## src/rtl/hamming84_pkg.sv

```systemverilog
// Shared extended-Hamming (8,4) definitions: widths, stream FSM states,
// parity-bit positions and the nibble encoder reused by the decoder side.
package hamming84_pkg;

   localparam int unsigned DATA_W = 4;
   localparam int unsigned CW_W   = 8;

   // Parity-bit positions within the codeword; data occupies [7:4].
   localparam int unsigned P0_POS = 0;
   localparam int unsigned P1_POS = 1;
   localparam int unsigned P2_POS = 2;
   localparam int unsigned P3_POS = 3;

   typedef enum logic [1:0] {
      IDLE    = 2'd0,
      SEND_LO = 2'd1,
      SEND_HI = 2'd2
   } state_t;

   function automatic logic [CW_W-1:0] hamming84_encode(input logic [DATA_W-1:0] d);
      logic [CW_W-1:0] cw;
      cw         = '0;
      cw[7:4]    = d;
      cw[P3_POS] = d[3] ^ d[2] ^ d[1];
      cw[P2_POS] = d[3] ^ d[2] ^ d[0];
      cw[P1_POS] = d[3] ^ d[1] ^ d[0];
      // Overall parity makes the full codeword even weight.
      cw[P0_POS] = ^cw[7:1];
      return cw;
   endfunction

endpackage

```

## src/rtl/hamming84_enc_comb.sv

```systemverilog
// Purely combinational nibble to extended-Hamming (8,4) codeword encoder.
module hamming84_enc_comb
   import hamming84_pkg::*;
(
   input  logic [DATA_W-1:0] nibble,
   output logic [CW_W-1:0]   codeword_c
);

   assign codeword_c = hamming84_encode(nibble);

endmodule

```

## src/rtl/hamming_enc_byte_stream.sv

```systemverilog
// Streaming byte to two-codeword (8,4) encoder, low nibble first.
// Optional HAMMING_ENC_ERR_INJECT_EN adds inj_en/inj_mask error injection.
module hamming_enc_byte_stream
   import hamming84_pkg::*;
#(
   parameter int unsigned CNT_W = 16
) (
   input  logic             clk,
   input  logic             rst_n,
   input  logic             in_valid,
   output logic             in_ready,
   input  logic [7:0]       in_data,
   output logic             out_valid,
   input  logic             out_ready,
   output logic [CW_W-1:0]  out_codeword,
   output logic             out_last,
`ifdef HAMMING_ENC_ERR_INJECT_EN
   input  logic             inj_en,
   input  logic [CW_W-1:0]  inj_mask,
`endif
   output logic [CNT_W-1:0] cw_count
);

   state_t              state;
   state_t              state_nxt;
   logic                valid_nxt;
   logic [CW_W-1:0]     cw_nxt;
   logic                last_nxt;
   logic [DATA_W-1:0]   hi_nib;
   logic [DATA_W-1:0]   hi_nxt;
   logic [CW_W-1:0]     hi_mask;
   logic [CW_W-1:0]     hmask_nxt;
   logic [CW_W-1:0]     lo_mask;
   logic [DATA_W-1:0]   enc_nibble;
   logic [CW_W-1:0]     enc_cw_c;
   logic                out_fire;
   logic [CNT_W-1:0]    cnt_nxt;

`ifdef HAMMING_ENC_ERR_INJECT_EN
   assign lo_mask = inj_en ? inj_mask : '0;
`else
   assign lo_mask = '0;
`endif

   // Single shared encoder: high nibble only while presenting the low codeword.
   assign enc_nibble = (state == SEND_LO) ? hi_nib : in_data[DATA_W-1:0];

   hamming84_enc_comb u_enc (
      .nibble     (enc_nibble),
      .codeword_c (enc_cw_c)
   );

   assign in_ready = rst_n && ((state == IDLE) || ((state == SEND_HI) && out_ready));
   assign out_fire = out_valid && out_ready;
   assign cnt_nxt  = (out_fire && (cw_count != '1)) ? cw_count + CNT_W'(1) : cw_count;

   always_ff @(posedge clk) begin
      if (!rst_n) begin
         state <= IDLE;
      end else begin
         state <= state_nxt;
      end
   end

   // Next state plus next values of every output register.
   always_comb begin
      state_nxt = state;
      valid_nxt = out_valid;
      cw_nxt    = out_codeword;
      last_nxt  = out_last;
      hi_nxt    = hi_nib;
      hmask_nxt = hi_mask;
      case (state)
         IDLE: begin
            if (in_valid) begin
               state_nxt = SEND_LO;
               valid_nxt = 1'b1;
               cw_nxt    = enc_cw_c ^ lo_mask;
               last_nxt  = 1'b0;
               hi_nxt    = in_data[7:4];
               hmask_nxt = lo_mask;
            end
         end
         SEND_LO: begin
            if (out_ready) begin
               state_nxt = SEND_HI;
               cw_nxt    = enc_cw_c ^ hi_mask;
               last_nxt  = 1'b1;
            end
         end
         SEND_HI: begin
            if (out_ready) begin
               if (in_valid) begin
                  state_nxt = SEND_LO;
                  valid_nxt = 1'b1;
                  cw_nxt    = enc_cw_c ^ lo_mask;
                  last_nxt  = 1'b0;
                  hi_nxt    = in_data[7:4];
                  hmask_nxt = lo_mask;
               end else begin
                  state_nxt = IDLE;
                  valid_nxt = 1'b0;
               end
            end
         end
         default: begin
            state_nxt = IDLE;
            valid_nxt = 1'b0;
         end
      endcase
   end

   always_ff @(posedge clk) begin
      if (!rst_n) begin
         out_valid    <= 1'b0;
         out_codeword <= '0;
         out_last     <= 1'b0;
         hi_nib       <= '0;
         hi_mask      <= '0;
         cw_count     <= '0;
      end else begin
         out_valid    <= valid_nxt;
         out_codeword <= cw_nxt;
         out_last     <= last_nxt;
         hi_nib       <= hi_nxt;
         hi_mask      <= hmask_nxt;
         cw_count     <= cnt_nxt;
      end
   end

endmodule

```

## config.mk

```make
export PLATFORM = sky130hd
export DESIGN_NAME = hamming_enc_byte_stream
export DESIGN_NICKNAME = d
export VERILOG_FILES = /design/src/rtl/hamming84_pkg.sv /design/src/rtl/hamming84_enc_comb.sv /design/src/rtl/hamming_enc_byte_stream.sv
export SDC_FILE = /design/constraint.sdc
export NUM_CORES = 1
export LEC_CHECK = 0
export CAP_MARGIN = 0
export CORE_UTILIZATION = 51
export CTS_BUF_LIST = sky130_fd_sc_hd__clkbuf_2
export CTS_CLUSTER_SIZE = 24
export DETAILED_ROUTE_END_ITERATION = 8
export GPL_ROUTABILITY_DRIVEN = 1
export GPL_TIMING_DRIVEN = 0
export PLACE_DENSITY_LB_ADDON = 0.1
export SLEW_MARGIN = 15
export SYNTH_ARGS = -nofsm -noshare
export SYNTH_HDL_FRONTEND = slang
export SYNTH_SLANG_ARGS = --single-unit
```

## constraint.sdc

```tcl
create_clock -name clk -period 4.6 [get_ports clk]
set_input_delay 0.46 -clock clk [delete_from_list [all_inputs] [get_ports clk]]
set_output_delay 0.46 -clock clk [all_outputs]
set_load 0.03 [all_outputs]
```

==> results by group <==
Outcome
  – Status: complete, but fails checks
  – Violated checks: design-rule violations

CTS
  – Count of hold buffers inserted by post-cts repair: 0
  – Number of CTS-inserted buffers: 5
  – Count of instances resized after the clock tree is built: 0
  – CTS tree: done
  – Deepest level of the CTS H-tree: 2
  – Deepest clock path buffer count: 2
  – Clock-pin transition on the worst setup and hold timing paths: 0.16 ns
  – Clk Tree Root Cell: clkbuf_2
  – Clk_lat worst skew: 0.38 ns
  – Total number of clock tree sinks: 32
  – Post-CTS setup-driven buffer insertion count: 0

Detailed routing
  – DRC: 1
  – Via-to-Cell Ratio: 5.794
  – Wire length reported by the detailed router: between 3000 and 4000 µm
  – Vias post-DR: 1466
  – Residual antenna-violating net count after detailed routing: 0
  – Iter 0 DRT Violations: 96
  – First-pass iteration count of the detailed router: 6
  – Routed length per instance: 14.34 µm

Global routing
  – Global-route met3 utilization: 7.813%
  – Global routing usage on met1: 26.69%
  – Met2 Usage GRT: 42.36%
  – First-pass GRT wire length: 6078 µm
  – Total grt overflow: 0
  – Initial antenna violation count: 0
  – GRT Util Overall: ~24%
  – Layer with the highest usage: met2
  – Pin count of the biggest net entering global routing: 11
  – Number of global-route vias before repair: 1397

Synthesis
  – Commonest register cell after synthesis: dfxtp_1
  – Post-synthesis area per instance: approximately 9.1 µm²
  – Post-synthesis async set-or-reset flop share: 0%
  – Main area contributors after synthesis: dfxtp_1 (40%), mux2i_1 (8.8%), a21oi_1 (4.4%)
  – Post-Syn Nets: 189
  – EDFF count, synth: 0
  – Most used standard cell by instance count after synthesis: dfxtp_1
  – Yosys cell types: 37
  – Yosys reg bits: 32
  – Synthesis warning total: 0
  – Mapped Area: 1595 µm²
  – Sequential-to-total area share from yosys stat: 40.16%
  – Post-synthesis instance total: 176
  – Synth area leader: dfxtp_1
  – Cell types with the highest counts after synthesis: dfxtp_1 (32), nand2_1 (18), a21oi_1 (14), mux2i_1 (14), nor2_1 (13)
  – Top cell type's share of synthesized area: 40.16%

Flow run
  – Number of violations of the max-capacitance limit: 0

Layout
  – # nets final: 234
  – Layout-stage area growth over the synthesis result: 30.35%
  – Ratio of cells with drive above 1 in the final layout: 8.559%
  – Final antenna diode count: 0
  – Final core utilization: 72.89%

Worst setup path
  – Worst Setup Start Kind: input port
  – Depth of the most critical reg-to-reg path: 6
  – Category of the most critical setup path: input port to primary output
  – CP arrival: 2.37 ns
  – Flop-to-flop setup slack: 2.72 ns
  – Startpoint of the worst register-to-register path: cw_count[1]
  – Element type at the critical path end: primary output
  – WP data required: around 4.1 ns
  – Maximum fanout along the worst path: 10
  – FF-to-FF End: cw_count[0]

Die
  – Number of top-level design ports: 39
  – Width of the chip: ~58 µm
  – Overall die area: 3356 µm²
  – Row count: 19
  – Core region area: roughly 2900 µm²
  – Initial Utilization: 55.92%
  – Height of the die: 57.93 µm

Power and ir drop
  – Cell leakage power: 0.7635 nW
  – Worst IR drop on VDD: 0.2175 mV
  – Pwr/cell area: 295.6 nW/µm²

Timing
  – Worst slack on hold paths: 0.4899 ns
  – Number of max-slew violations in the final report: 0
  – Endpoints failing setup: 0
  – Max Fclk: 353.4 MHz
  – Fin Clk Skew: 0.01601 ns
  – Slew @ Worst Pin: 0.5287 ns
  – Headroom to the max-slew limit: 64.56%
  – Setup repair after global routing missed its margin: false
  – Final worst path period share: between 60% and 70%
  – Clock period minus final worst setup slack: 2.829 ns
  – Sum of negative setup slack: 0 ns
  – Number of hold violations in the final report: 0

Worst hold path
  – Path category of the worst min-delay check: flop to flop
  – Startpoint of the lowest-slack hold path: out_last
  – Number of cells on the worst hold path: 2
  – Hold worst-path end: out_last

Placed design
  – Number of port buffers: 38
  – Routability congestion estimate: 0.7932
  – DPL Wire Length: ~2700 µm
==> worst max-delay path, stage by stage <==
cell	delay, ns
clkdlybuf4s50_1	0.56
inv_1	0.14
buf_1	0.28
nor3_1	0.23
clkdlybuf4s50_1	0.70
==> cell type report <==
| cell class | count | area [µm²] |
|---|---|---|
| tap | 31 | 38.79 |
| clock inverter | 2 | 35.03 |
| clock buffer | 6 | 30.03 |
| timing repair buffer | 38 | 380.4 |
| buffer | 7 | 36.28 |
| sequential | 32 | 640.6 |
| multi-input combinational | 133 | 903.4 |
| inverter | 4 | 15.01 |
| fill | 227 | 773.2 |
==> how the worst max path moves through the flow <==
stage           from        to  slack, ns  depth (start not counted)
6_report       rst_n  in_ready       1.77                          5
5_1_grt        rst_n  in_ready       1.65                          5
3_3_place_gp   rst_n  in_ready       1.79                          5
4_1_cts        rst_n  in_ready       1.77                          5
2_1_floorplan  rst_n  in_ready       2.72                          3
3_5_place_dp   rst_n  in_ready       1.77                          5
==> state kept, by name, summed over array words and instances, names as in the netlist <==
register      flops
cw_count         16
out_codeword      8
out_valid         1
state             2
out_last          1
hi_nib            4
==> placed cells by master, fill, tap and decap left out, drive strengths merged <==
master,netlist,final
o31ai,7,7
buf,5,5
ha,1,1
nand3,6,6
a41o,1,1
xnor2,4,4
o41ai,1,1
and2,1,1
nor4,5,5
nand4,5,5
o22ai,4,4
a211oi,4,4
and4,2,2
o21ai,5,5
and3,1,1
nand3b,2,2
or4b,1,1
nand2,18,18
clkdlybuf4s50,0,38
mux2i,14,14
bufinv,0,1
xor2,4,4
dfxtp,32,32
nor3,4,4
and2b,1,1
or4,5,5
nor2,13,13
clkinv,0,1
a21oi,14,14
inv,4,4
nand2b,6,6
clkbuf,2,8
or3,4,4
==> power breakdown <==
group	total, mW	switching (mW)	leakage (nW)	internal [mW]
logic	0.117	0.0634	0.460	0.0534
registers	0.303	0.0116	0.261	0.291
clock network	0.195	0.101	0.0430	0.0936
total	0.615	0.176	0.764	0.438
==> kinds of logic (layout without fill, tap and decap cells) <==
kind of cell    Yosys count  in the layout  synth area share, %
buf+inv                  11             57                3.215
fa+ha+maj                 1              1               0.7842
simple gates             74             74                27.92
compound gates           36             36                14.74
flops                    32             32                40.16
mux                      14             14                8.784
xor+xnor                  8              8                4.392
==> routing by layer <==
metal	up-vias	routed length, µm
li1	734	-
met1	682	1580
met2	43	1819
met3	7	167
met4	0	61
met5	-	0
==> per-stage QoR <==
stage / instances / cell area (µm²) / total power, mW / worst slack, ns
2_1_floorplan: 176 / 1595 / 0.3797 / 2.716
3_3_place_gp: 245 / 2014 / 0.4206 / 1.791
3_5_place_dp: 245 / 2014 / 0.4252 / 1.773
4_1_cts: 253 / 2079 / 0.6185 / 1.766
5_1_grt: 253 / 2079 / 0.6413 / 1.648
6_report: 253 / 2079 / 0.6147 / 1.771
Note: power is estimated with default switching activity, not from simulation.
